--- config.mk ---
export PLATFORM = sky130hd
export DESIGN_NAME = qoa_slice_dequant
export DESIGN_NICKNAME = d
export VERILOG_FILES = /design/src/rtl/qoa_pkg.sv /design/src/rtl/qoa_dequant_lut.sv /design/src/rtl/qoa_slice_dequant.sv
export SDC_FILE = /design/constraint.sdc
export NUM_CORES = 1
export LEC_CHECK = 0
export ABC_CLOCK_PERIOD_IN_PS = 3600
export CAP_MARGIN = 10
export CELL_PAD_IN_SITES_DETAIL_PLACEMENT = 0
export CELL_PAD_IN_SITES_GLOBAL_PLACEMENT = 1
export CORE_MARGIN = 4
export CORE_UTILIZATION = 36
export DETAILED_ROUTE_END_ITERATION = 16
export PLACE_DENSITY = 0.76
export SETUP_SLACK_MARGIN = 0.5
export SYNTH_ARGS = -nofsm -noshare
export SYNTH_HDL_FRONTEND = slang
export SYNTH_HIERARCHICAL = 1
export SYNTH_SLANG_ARGS = --single-unit
--- constraint.sdc ---
create_clock -name clk -period 3.6 [get_ports clk]
set_input_delay 0.36 -clock clk [delete_from_list [all_inputs] [get_ports clk]]
set_output_delay 0.36 -clock clk [all_outputs]
set_load 0.02 [all_outputs]
--- src/rtl/qoa_pkg.sv ---
// Shared QOA constants: slice geometry and the 16x4 dequantization magnitude table.
package qoa_pkg;

    localparam int SLICE_W       = 64;
    localparam int RES_PER_SLICE = 20;
    localparam int SF_W          = 4;
    localparam int QR_W          = 3;
    localparam int RES_BITS      = RES_PER_SLICE * QR_W;
    localparam int MAG_W         = 14;
    localparam int DQ_W          = 15;

    typedef enum logic {
        IDLE,
        EMIT
    } state_t;

    // Magnitude per scalefactor row; qr>>1 picks the column, qr[0] picks the sign.
    localparam logic [MAG_W-1:0] DEQUANT_MAG [16][4] = '{
        '{14'd1,    14'd3,    14'd5,    14'd7    },
        '{14'd5,    14'd18,   14'd32,   14'd49   },
        '{14'd16,   14'd53,   14'd95,   14'd147  },
        '{14'd34,   14'd113,  14'd203,  14'd315  },
        '{14'd63,   14'd210,  14'd378,  14'd588  },
        '{14'd104,  14'd345,  14'd621,  14'd966  },
        '{14'd158,  14'd528,  14'd950,  14'd1477 },
        '{14'd228,  14'd760,  14'd1368, 14'd2128 },
        '{14'd316,  14'd1053, 14'd1895, 14'd2947 },
        '{14'd422,  14'd1405, 14'd2529, 14'd3934 },
        '{14'd548,  14'd1828, 14'd3290, 14'd5117 },
        '{14'd696,  14'd2320, 14'd4176, 14'd6496 },
        '{14'd868,  14'd2893, 14'd5207, 14'd8099 },
        '{14'd1064, 14'd3548, 14'd6386, 14'd9933 },
        '{14'd1286, 14'd4288, 14'd7718, 14'd12005},
        '{14'd1536, 14'd5120, 14'd9216, 14'd14336}
    };

    function automatic int chan_w(input int channels);
        return (channels > 1) ? $clog2(channels) : 1;
    endfunction

endpackage

--- src/rtl/qoa_dequant_lut.sv ---
// Combinational dequantizer: scalefactor and 3-bit quantized residual to a signed 15-bit value.
module qoa_dequant_lut
    import qoa_pkg::*;
(
    input  logic        [SF_W-1:0] sf,
    input  logic        [QR_W-1:0] qr,
    output logic signed [DQ_W-1:0] value
);

    logic signed [DQ_W-1:0] mag;

    always_comb begin
        mag   = $signed({1'b0, DEQUANT_MAG[sf][qr[2:1]]});
        value = qr[0] ? -mag : mag;
    end

endmodule

--- src/rtl/qoa_slice_dequant.sv ---
// Accepts one 64-bit QOA slice and streams its 20 dequantized residuals, one per handshake.
module qoa_slice_dequant
    import qoa_pkg::*;
#(
    parameter int CHANNELS = 1,
    parameter int OUT_W    = 16
) (
    input  logic                          clk,
    input  logic                          rst,
    input  logic                          s_valid,
    output logic                          s_ready,
    input  logic [SLICE_W-1:0]            s_slice,
    input  logic [chan_w(CHANNELS)-1:0]   s_chan,
    output logic                          m_valid,
    input  logic                          m_ready,
    output logic [OUT_W-1:0]              m_data,
    output logic [chan_w(CHANNELS)-1:0]   m_chan,
    output logic [4:0]                    m_index,
    output logic                          m_last
);

    state_t                  state;
    state_t                  state_next;
    logic [SF_W-1:0]         sf_q;
    logic [RES_BITS-1:0]     res_q;
    logic                    load;
    logic                    advance;
    logic                    out_fire;
    logic [SF_W-1:0]         lut_sf;
    logic [QR_W-1:0]         lut_qr;
    logic signed [DQ_W-1:0]  lut_value;

    assign out_fire = m_valid && m_ready;
    assign load     = s_valid && s_ready;
    assign advance  = out_fire && !m_last;

    // On load the LUT sees residual 0 straight from the input; otherwise the next queued residual.
    assign lut_sf = load ? s_slice[63:60] : sf_q;
    assign lut_qr = load ? s_slice[59:57] : res_q[RES_BITS-1 -: QR_W];

    qoa_dequant_lut u_lut (
        .sf    (lut_sf),
        .qr    (lut_qr),
        .value (lut_value)
    );

    always_ff @(posedge clk) begin
        if (rst) begin
            state <= IDLE;
        end else begin
            state <= state_next;
        end
    end

    always_comb begin
        state_next = state;
        case (state)
            IDLE: if (load) state_next = EMIT;
            EMIT: if (out_fire && m_last && !load) state_next = IDLE;
            default: state_next = IDLE;
        endcase
    end

    always_comb begin
        m_valid = (state == EMIT);
        s_ready = (state == IDLE) || ((state == EMIT) && m_last && m_ready);
    end

    // res_q keeps the not-yet-presented residuals left-aligned, so the next one is always at the top.
    always_ff @(posedge clk) begin
        if (rst) begin
            sf_q    <= '0;
            res_q   <= '0;
            m_data  <= '0;
            m_chan  <= '0;
            m_index <= '0;
            m_last  <= 1'b0;
        end else if (load) begin
            sf_q    <= s_slice[63:60];
            res_q   <= {s_slice[56:0], 3'b000};
            m_data  <= OUT_W'(lut_value);
            m_chan  <= s_chan;
            m_index <= 5'd0;
            m_last  <= 1'b0;
        end else if (advance) begin
            res_q   <= {res_q[RES_BITS-QR_W-1:0], 3'b000};
            m_data  <= OUT_W'(lut_value);
            m_index <= m_index + 5'd1;
            m_last  <= (m_index == 5'd18);
        end
    end

endmodule

### Yosys cells after proc, flatten, opt, wreduce, memory -nomap -nowiden

Memory sizes are Yosys's and may differ from the RTL's.
Cells that the tools add are included.

* register bits after elaboration: 85
* bits in latches: 0
* memories kept: 1
* output and inout port bits: 25
* input bits: 69
* ROM bits: 896
* bits in writable memories: 0

Memories
* (no name shown): depth 16, bits a word 56, rd ports 1, clocked after Yosys merged registers in 0, wr ports 0, line qoa_dequant_lut.sv:13 `mag = $signed({1'b0, DEQUANT_MAG[sf][qr[2:1]]});`

* bitwise gates (word level): 3
* $mul: 0
* shifts and indexed selects: 0
* magnitude comparators: 2
* divide/modulo/power cells: 0
* reduce and logical (&&, ||, !) cells: 12
* equal/unequal tests: 1
* muxes and demuxes: 15
* add/sub/neg operators: 2

Operator list (count)
* $mux W60: 2
* $mux W56: 2
* $mux W16: 2
* $bmux W14 S2: 1
* $mux W14: 2
* $mux W15: 1
* $neg A14 Y15: 1
* $logic_and A1 B1 Y1: 7
* $add A5 B1 Y5 const B: 1
* $eq A5 B5 Y1 const B: 1
* $ge A5 B5 Y1 const B: 1
* $not A4 Y5: 1
* $mux W4: 1
* $ge A3 B3 Y1 const B: 1
* $mux W3: 1
* $not A2 Y3: 1
* $logic_not A1 Y1: 2
* $mux W1: 2
* $pmux W1 S2: 1
* $reduce_bool A2 Y1: 1
* $reduce_or A2 Y1: 1
* $logic_or A1 B1 Y1: 1
* $not A1 Y1: 1

### Logic depth before layout (Yosys ltp)

Gate-level depths: netlist of run 1.

* depth after elaboration: 16
* gate-level depth with buffers: 19
* depth with buffers taken out: 17

### By module

The synthesis of run 1 kept the hierarchy.

By module, submodules not included
* qoa_slice_dequant: area each 3784.9 um^2, instances 1, cells an instance 456
* qoa_dequant_lut: area each 1751.7 um^2, instances 1, cells an instance 257

### Worst setup path after synthesis of run 1

No wires, ideal clock.

* path type: register -> register
* start: register state (netlist: m_valid)
* end: register m_data[11]
* setup slack: -0.511 ns
* buffers on the path: 2
* arrival: 4.041 ns
* required time: 3.530 ns
* stages on the path, launching flop included: 17
* clock period less this slack: 4.111 ns
* setup time: 0.070 ns
* path through: dfxtp_1 -> a21boi_4 -> inv_2 -> buf_2 -> nand3_1 -> nand2_1 -> inv_1 -> ha_1 -> buf_6 -> and2_4 -> o311a_1 -> o41ai_4 -> nand3_4 -> or4_1 -> a31oi_1 -> o211ai_1 -> a21oi_1

* cells in the longest elaborated chain, start to end: 16
* elaborated cells on any way between the ends: 22

RTL lines
* start: declaration: line qoa_slice_dequant.sv:22 `state_t state;`
* start signal: assignment: line qoa_slice_dequant.sv:51 `state <= state_next;`
* $logic_and A1 B1 Y1 (2 in a row): line qoa_slice_dequant.sv:66 `s_ready = (state == IDLE) || ((state == EMIT) && m_last && m_ready);`
* $logic_or A1 B1 Y1 *: line qoa_slice_dequant.sv:66
* net s_ready: line qoa_slice_dequant.sv:11 `output logic s_ready,`
* $logic_and A1 B1 Y1 *: line qoa_slice_dequant.sv:34 `assign load = s_valid && s_ready;`
* $mux W4 *
* net lut_sf[1]: line qoa_slice_dequant.sv:29 `logic [SF_W-1:0] lut_sf;`
* $not A4 Y5 (not written as such) *: line qoa_dequant_lut.sv:13
* $mem_v2 Z16 W56 *
* $mux W56 (not written as such) * (2 in a row): line qoa_dequant_lut.sv:13
* $bmux W14 S2 *: line qoa_dequant_lut.sv:13
* $mux W14 (not written as such) * (2 in a row): line qoa_dequant_lut.sv:13
* $neg A14 Y15: line qoa_dequant_lut.sv:14 `value = qr[0] ? -mag : mag;`
* $mux W15 *: line qoa_dequant_lut.sv:14
* net lut_value[11]: line qoa_slice_dequant.sv:31 `logic signed [DQ_W-1:0] lut_value;`
* $mux W16: line qoa_slice_dequant.sv:85 `end else if (advance) begin`
* $mux W16 *: line qoa_slice_dequant.sv:78 `end else if (load) begin`
* end signal: assignment: line qoa_slice_dequant.sv:81 `m_data <= OUT_W'(lut_value);`
* end signal: assignment: line qoa_slice_dequant.sv:87 `m_data <= OUT_W'(lut_value);`
* end: declaration: line qoa_slice_dequant.sv:16 `output logic [OUT_W-1:0] m_data,`

Mark *: on every way through the listed nets, which the timed path passes. The rest lies on a longest branch. The select of a mux whose other input is x is not followed.
A chain may end at the register's enable or synchronous reset.

### Final worst setup path of run 1

* start: register state (netlist: m_valid)
* end: register m_data[12]

* cells in the longest elaborated chain, start to end: 16
* elaborated cells on any way between the ends: 22

RTL lines (line)
* $logic_and A1 B1 Y1 (2 in a row): qoa_slice_dequant.sv:66
* $logic_or A1 B1 Y1 *: qoa_slice_dequant.sv:66
* $logic_and A1 B1 Y1 *: qoa_slice_dequant.sv:34
* $mux W4 *
* net lut_sf[0]: qoa_slice_dequant.sv:29
* $not A4 Y5 (not written as such) *: qoa_dequant_lut.sv:13
* $mem_v2 Z16 W56 *
* $mux W56 (not written as such) * (2 in a row): qoa_dequant_lut.sv:13
* $bmux W14 S2 *: qoa_dequant_lut.sv:13
* $mux W14 (not written as such) * (2 in a row): qoa_dequant_lut.sv:13
* $neg A14 Y15: qoa_dequant_lut.sv:14
* $mux W15 *: qoa_dequant_lut.sv:14
* net lut_value[12]: qoa_slice_dequant.sv:31
* $mux W16: qoa_slice_dequant.sv:85
* $mux W16 *: qoa_slice_dequant.sv:78

Marked as above.

==> results.md, run 1 <==
* Status: complete, no violations
* Critical path arrival at ~3600 ps
* Fillers at 1424
* Total Wirelength at ~20000 um
* RSZ-0062 raised after global routing: yes
* Port Buffers at 93
* Synthesized cell area at ~5500 um^2
* VDD IR max at 344 uV
* Synth Flop Type: dfxtp_1
* CTS sink cnt at 84
* Vias in the first global route at just over 6000
* FF-to-FF setup slack at around 270 ps
* Clock transition at path regs at roughly 70 ps
* Fin. Hold Viols at 0
* Hold WC Path Type: register to register
* Layout cells sized above 1 at between 20% and 30%
* Post-synth EDFFs at 0
* Pwr dens at 394 nW/um^2
* Fraction of registers with async set/reset at 0%
* Drt wl/cell at roughly 19 um
* Grt ovf at 0
* Ys Warns at 6
* Final worst-path cycle share at slightly above 90%
* Die width at 132 um
* Largest cells by area after synthesis: dfxtp_1 30%, nand2_1 9.4%, a311oi_1 8.5%, o211ai_1 5.3%, nor3_1 5.1%
* Worst Max-Slew Pin Slew at ~1100 ps
* Leakage at between 3 and 4 nW
* Cells after Synth at approximately 710
* Tightest hold margin at around 480 ps
* Worst slack at placement at -476 ps
* Max cap viols at 0
* Count leader, synth: nand2_1
* Initial Util at a little over a third
* Remaining routing DRC violations at 0
* Die Outline Area at ~17000 um^2
* Critical Path Fanout Max at 8
* Setup crit end kind: register
* Overall power at 3.27 mW
* Worst path required time at 3870 ps
* Cell area after layout at a little over 8000 um^2
* Clock root buffer: clkbuf_16
* # IOs at 94
* Die height at about 130 um
* Global-route wire length before repair at around 33000 um
* #FFs+latches synth at 84
* Final Worst Setup Slack at roughly 270 ps
* Fin nets at around 1000
* Synth-to-Final Area Change at 49.9%
* Count of different cell masters after synthesis at between 60 and 70
* Clock H-tree levels at 3
* Cell taking the most area after synthesis: dfxtp_1
* Largest net degree at the start of global routing at 73
* CP endpoint: m_data[12]
* Max-slew violation count at 0
* Yosys top cell area share at between 30% and 40%
* Clock tree buffer depth at 2
* Syn avg cell area at between 7 and 8 um^2
* ANT nets after route at 0
* Gr usage total at a little under a quarter
* Utilization after layout at around 55%
* Insertion delay to the later sink of the worst-skew pair at between 300 and 400 ps
* Dpl hpwl at approximately 15000 um
* FF-to-FF Start: m_valid
* TritonCTS clock tree: done
* Clock skew at 9.17 ps
* Synth top cells by count: 139 x nand2_1, 84 x dfxtp_1, 56 x nor3_1, 54 x a311oi_1, 42 x a21oi_1
* Startpoint Class: register
* Critical Setup Path Class: register to register
* Final setup violation count at 0
* Crit path time final at approximately 3300 ps
* FF-to-FF End: m_data[12]
* CP startpoint: m_valid
* Initial antenna violation count at 0
* Mapped Nets at approximately 800
* Gpl congestion at about 0.96
* N_diodes at 0
* Fmax at approximately 0.30 GHz
* DR iter-0 viols at 494
* Core area at around 15000 um^2
* Vias at roughly 6200
* Drt first pass iters at 6
* Slew HR at 25.6%
* Std cell rows at 45
* Vias per cell at 5.73
* R2R cell count at 16
* Seq/Total Area, Yosys at between 30% and 40%
* Placed inst area at ~7400 um^2
* Num CTS Buffers at 9
==> flip-flops by register name (all words and copies together), names as in the netlist <==
register,count
res_q,57
m_index,5
m_data,15
m_last,1
sf_q,4
m_valid,1
m_chan,1
==> cell families (layout without fill, tap and decap cells) <==
family                     after synthesis  in the layout  share of synthesized area [%]
muxes                                   12             12                           3.01
DFF                                     84             84                           30.4
and+or+nand+nor                        283            283                           23.8
adders and majority gates               16             16                           3.62
xor gates and xnor gates                11             11                           1.74
AOI/OAI and AO/OA                      220            220                           29.3
buffers and inverters                   87            277                           8.16
==> power by group <==
part / switching [mW] / leakage (nW) / internal [mW]
clock: 0.411 / 0.150 / 0.550
combinational: 0.640 / 2.21 / 0.615
sequential: 0.0419 / 0.694 / 1.01
==> layer usage <==
layer	vias to the layer above	part of all wire [%]	GRT usage (%)	routed length [um]
li1	3022	-	-	-
met1	3030	44	29.0	8920
met2	165	49	38.7	9980
met3	32	3.9	4.16	782
met4	0	2.9	7.58	581
met5	-	0	0	0
==> what timing repair did <==
item | CTS | global route
setup endpoints to repair | 14 | 14
pin swaps | 29 | 30
setup buffers | 15 | 14
hold buffers | 0 | 0
gates resized for setup | 56 | 40
==> worst min path at each step <==
| stage | to | from | slack (ps) | cells past startpoint |
|---|---|---|---|---|
| 2_1_floorplan | res_q[10] | res_q[10] | 460 | 2 |
| 3_3_place_gp | m_chan | m_chan | 460 | 2 |
| 3_5_place_dp | res_q[27] | res_q[27] | 470 | 2 |
| 4_1_cts | res_q[41] | res_q[38] | 480 | 2 |
| 5_1_grt | res_q[14] | res_q[11] | 510 | 2 |
| 6_report | res_q[41] | res_q[38] | 480 | 2 |
==> cell type report <==
type                    count  area, um^2  share of cell area (%)
multi-input cells         542        3800                    45.8
repair buffers            248        2200                    26.5
flip-flops and latches     84        1690                    20.3
well taps                 188         235                    2.83
clock buffers               9         225                    2.71
clock inverters             7        82.6                   0.995
inverters                  13        67.6                   0.814
==> worst max-delay path: stages, from the launching register on <==
cell and delay, ps:
dfxtp_4 340, a21boi_4 150, buf_6 140, o21ai_4 160, nand2_4 120, inv_8 110, ha_4 230, and2_4 150
a211o_1 270, a311o_1 290, a21oi_2 220, nand3_4 120, buf_6 160, o41ai_4 340, xor2_1 170, o211ai_1 100
a21oi_1 180
==> stage by stage <==
| stage | instances | setup TNS (ps) |
|---|---|---|
| global placement | 1046 | -3050 |
| global route | 1091 | 0 |
| detailed placement | 1046 | -3930 |
| CTS | 1077 | 0 |
| finish | 1091 | 0 |
| floorplan | 713 | 0 |
==> cells in the final DEF, fill, tap and decap left out, types with 9 or more instances in the layout <==
cell / synthesis / final
o21ai_0: 20 / 12
a311oi_1: 54 / 54
dfxtp_1: 84 / 82
nor3_1: 56 / 55
buf_6: 7 / 12
nand2b_1: 17 / 16
a21oi_1: 42 / 41
clkdlybuf4s50_1: 0 / 90
nand3_1: 17 / 13
buf_4: 9 / 137
nor2_1: 20 / 17
clkbuf_16: 0 / 9
o211ai_1: 39 / 39
nand2_1: 139 / 133
Note: power is estimated with default switching activity, not from simulation.
==> run 2, diff against run 1 <==
CORE_MARGIN = 2   (was 4)
==> results.md, run 2 (synthesis results as in run 1) <==
* Initial Util at 36.7% (+0.14 points)
* Die height at 128 um (-3.0%)
* Seq. cell area at 1690 um^2 (+0.15%)
* Worst path required time at 3880 ps (about the same)
* Clock transition at path regs at 60 ps (about the same)
* Startpoint Class: register
* Vias at 6179 (-1.1%)
* Crit path time final at 3370 ps (+45.4 ps)
* Die Outline Area at 16400 um^2 (-6.0%)
* Multi-input logic area at 3700 um^2 (-2.6%)
* Status: complete, no violations
* Layout cells sized above 1 at 26.7% (-1.5 points)
* Overall power at 3.23 mW (-1.2%)
* Synth-to-Final Area Change at 47.5%
* TritonCTS clock tree: done
* Final worst-path cycle share at 93.7% (+1.3 points)
* Final setup violation count at 0 (unchanged)
* Most frequent cells in the layout: 137 x buf_4, 133 x nand2_1, 90 x clkdlybuf4s50_1
* Gr usage total at 23.7% (+0.97 points)
* Max cap viols at 0 (unchanged)
* Port Buffers at 93 (unchanged)
* Critical Path Fanout Max at 6 (-2)
* # IOs at 94 (unchanged)
* Clock tree buffer depth at 2 (unchanged)
* Top reg by flops: res_q
* Std cell rows at 45 (unchanged)
* Num CTS Buffers at 9 (unchanged)
* N_diodes at 0 (unchanged)
* Final non-filler cell total at 1087 (-0.37%)
* ANT nets after route at 0 (unchanged)
* Tightest hold margin at 479 ps (+1.24 ps)
* Die width at 128 um (-3.0%)
* Drt first pass iters at 5 (-1)
* Final setup TNS at 0 ps (unchanged)
* Critical path arrival at 3650 ps (+50 ps)
* Initial antenna violation count at 0 (unchanged)
* Fillers at 1425 (+0.070%)
* Clock H-tree levels at 3 (unchanged)
* Grt ovf at 0 (unchanged)
* DR iter-0 viols at 434 (-12%)
* Hold WC Path Type: register to register
* Core area at 15100 um^2 (-0.37%)
* Gpl congestion at 0.868 (-9.6%)
* Largest net degree at the start of global routing at 45 (-38%)
* Remaining routing DRC violations at 0 (unchanged)
* Vias per cell at 5.68 (-0.76%)
* Post-Place Cells at 1033 (-1.2%)
* Total Wirelength at 19500 um (-3.6%)
* Max reg flops at 57 (unchanged)
* RSZ-0062 raised after global routing: yes
* Regs by FF count: res_q x57, m_data x15, m_index x5
* Critical Setup Path Class: register to register
* Leakage at 3.01 nW (-1.2%)
* Clock skew at 7.64 ps (-1.53 ps)
* Max-slew violation count at 0 (unchanged)
* Fmax at 0.297 GHz (-1.3%)
* Insertion delay to the later sink of the worst-skew pair at 340 ps (about the same)
* Clock root buffer: clkbuf_16
* VDD IR max at 262 uV (-24%)
* Slew HR at 27.9% (+2.3 points)
* Setup crit end kind: register
* Drt wl/cell at 18.0 um (-3.3%)
* Post-CTS Hold Buffers at 0 (unchanged)
* Dpl hpwl at 13500 um (-6.7%)
* Global-route wire length before repair at 31300 um (-4.9%)
* Vias in the first global route at 6077 (-2.0%)
* Fin nets at 980 (-0.31%)
* Fin. Hold Viols at 0 (unchanged)
* Pwr dens at 395 nW/um^2 (+0.39%)
* CTS sink cnt at 84 (unchanged)
* Leading cell type in the layout, fill and taps excluded: buf_4
* Worst Max-Slew Pin Slew at 1080 ps (-34.3 ps)
-- run 2: cell types whose count changed in the layout (fill, tap and decap cells not counted), moves of 2 or more --
| cell | previous run | this run |
|---|---|---|
| o31ai_4 | 4 | 2 |
| a31oi_2 | 2 | 0 |
| ha_1 | 7 | 10 |
| inv_8 | 3 | 0 |
| ha_2 | 4 | 2 |
| a31oi_1 | 8 | 11 |
| o21ai_4 | 3 | 1 |
-- run 2: layout make-up --
cell class / count / share of cell area, %
clock inverters: 4 / 0.674
multi-input cells: 542 / 45.4
clock buffers: 11 / 3.23
inverters: 13 / 0.766
flip-flops and latches: 84 / 20.7
repair buffers: 245 / 26.4
well taps: 188 / 2.88
-- run 2: per-layer routing --
layer	part of all wire, %	GRT usage [%]
met1	44	29.9
met2	49	41.0
met3	3.9	3.67
met4	3.0	8.53
met5	0	0
-- run 2: what timing repair did --
action | 4_1_cts | 5_1_grt
buffers inserted | 31 | 8
resized for setup | 55 | 17
endpoints found under the setup margin | 14 | 14
pin swaps | 34 | 12
-- run 2: through the flow --
step	setup WS, ps	utilization (%)	area, um^2
finish	229	54.1	8170
global route	78.9	54.1	8170
CTS	258	53.2	8030
detailed placement	-558	48.1	7260
global placement	-460	48.1	7260
floorplan	120	-	5620
-- run 2: final timing paths --
kind,startpoint,endpoint,cells past startpoint,slack (ps)
min,m_chan,m_chan,2,480
max reg2reg,m_valid,m_data[12],16,230
min reg2reg,m_chan,m_chan,2,480
max,m_valid,m_data[12],16,230
-- run 2: power by group --
group          total [mW]  switching [mW]  internal (mW)
Combinational        1.20           0.608          0.591
Clock               0.977           0.379          0.598
Sequential           1.05          0.0417           1.01
-- run 2: worst max-delay path, cell delays in order, from the launching register on --
cell	delay [ps]
dfxtp_4	340
a21boi_4	280
buf_6	150
o21ai_4	60
nand2_4	120
inv_6	60
ha_4	270
and2_4	170
a211o_1	260
a311o_1	350
a21oi_2	210
nand3_4	120
buf_6	160
o41ai_4	350
xor2_1	170
o211ai_1	100
a21oi_1	150
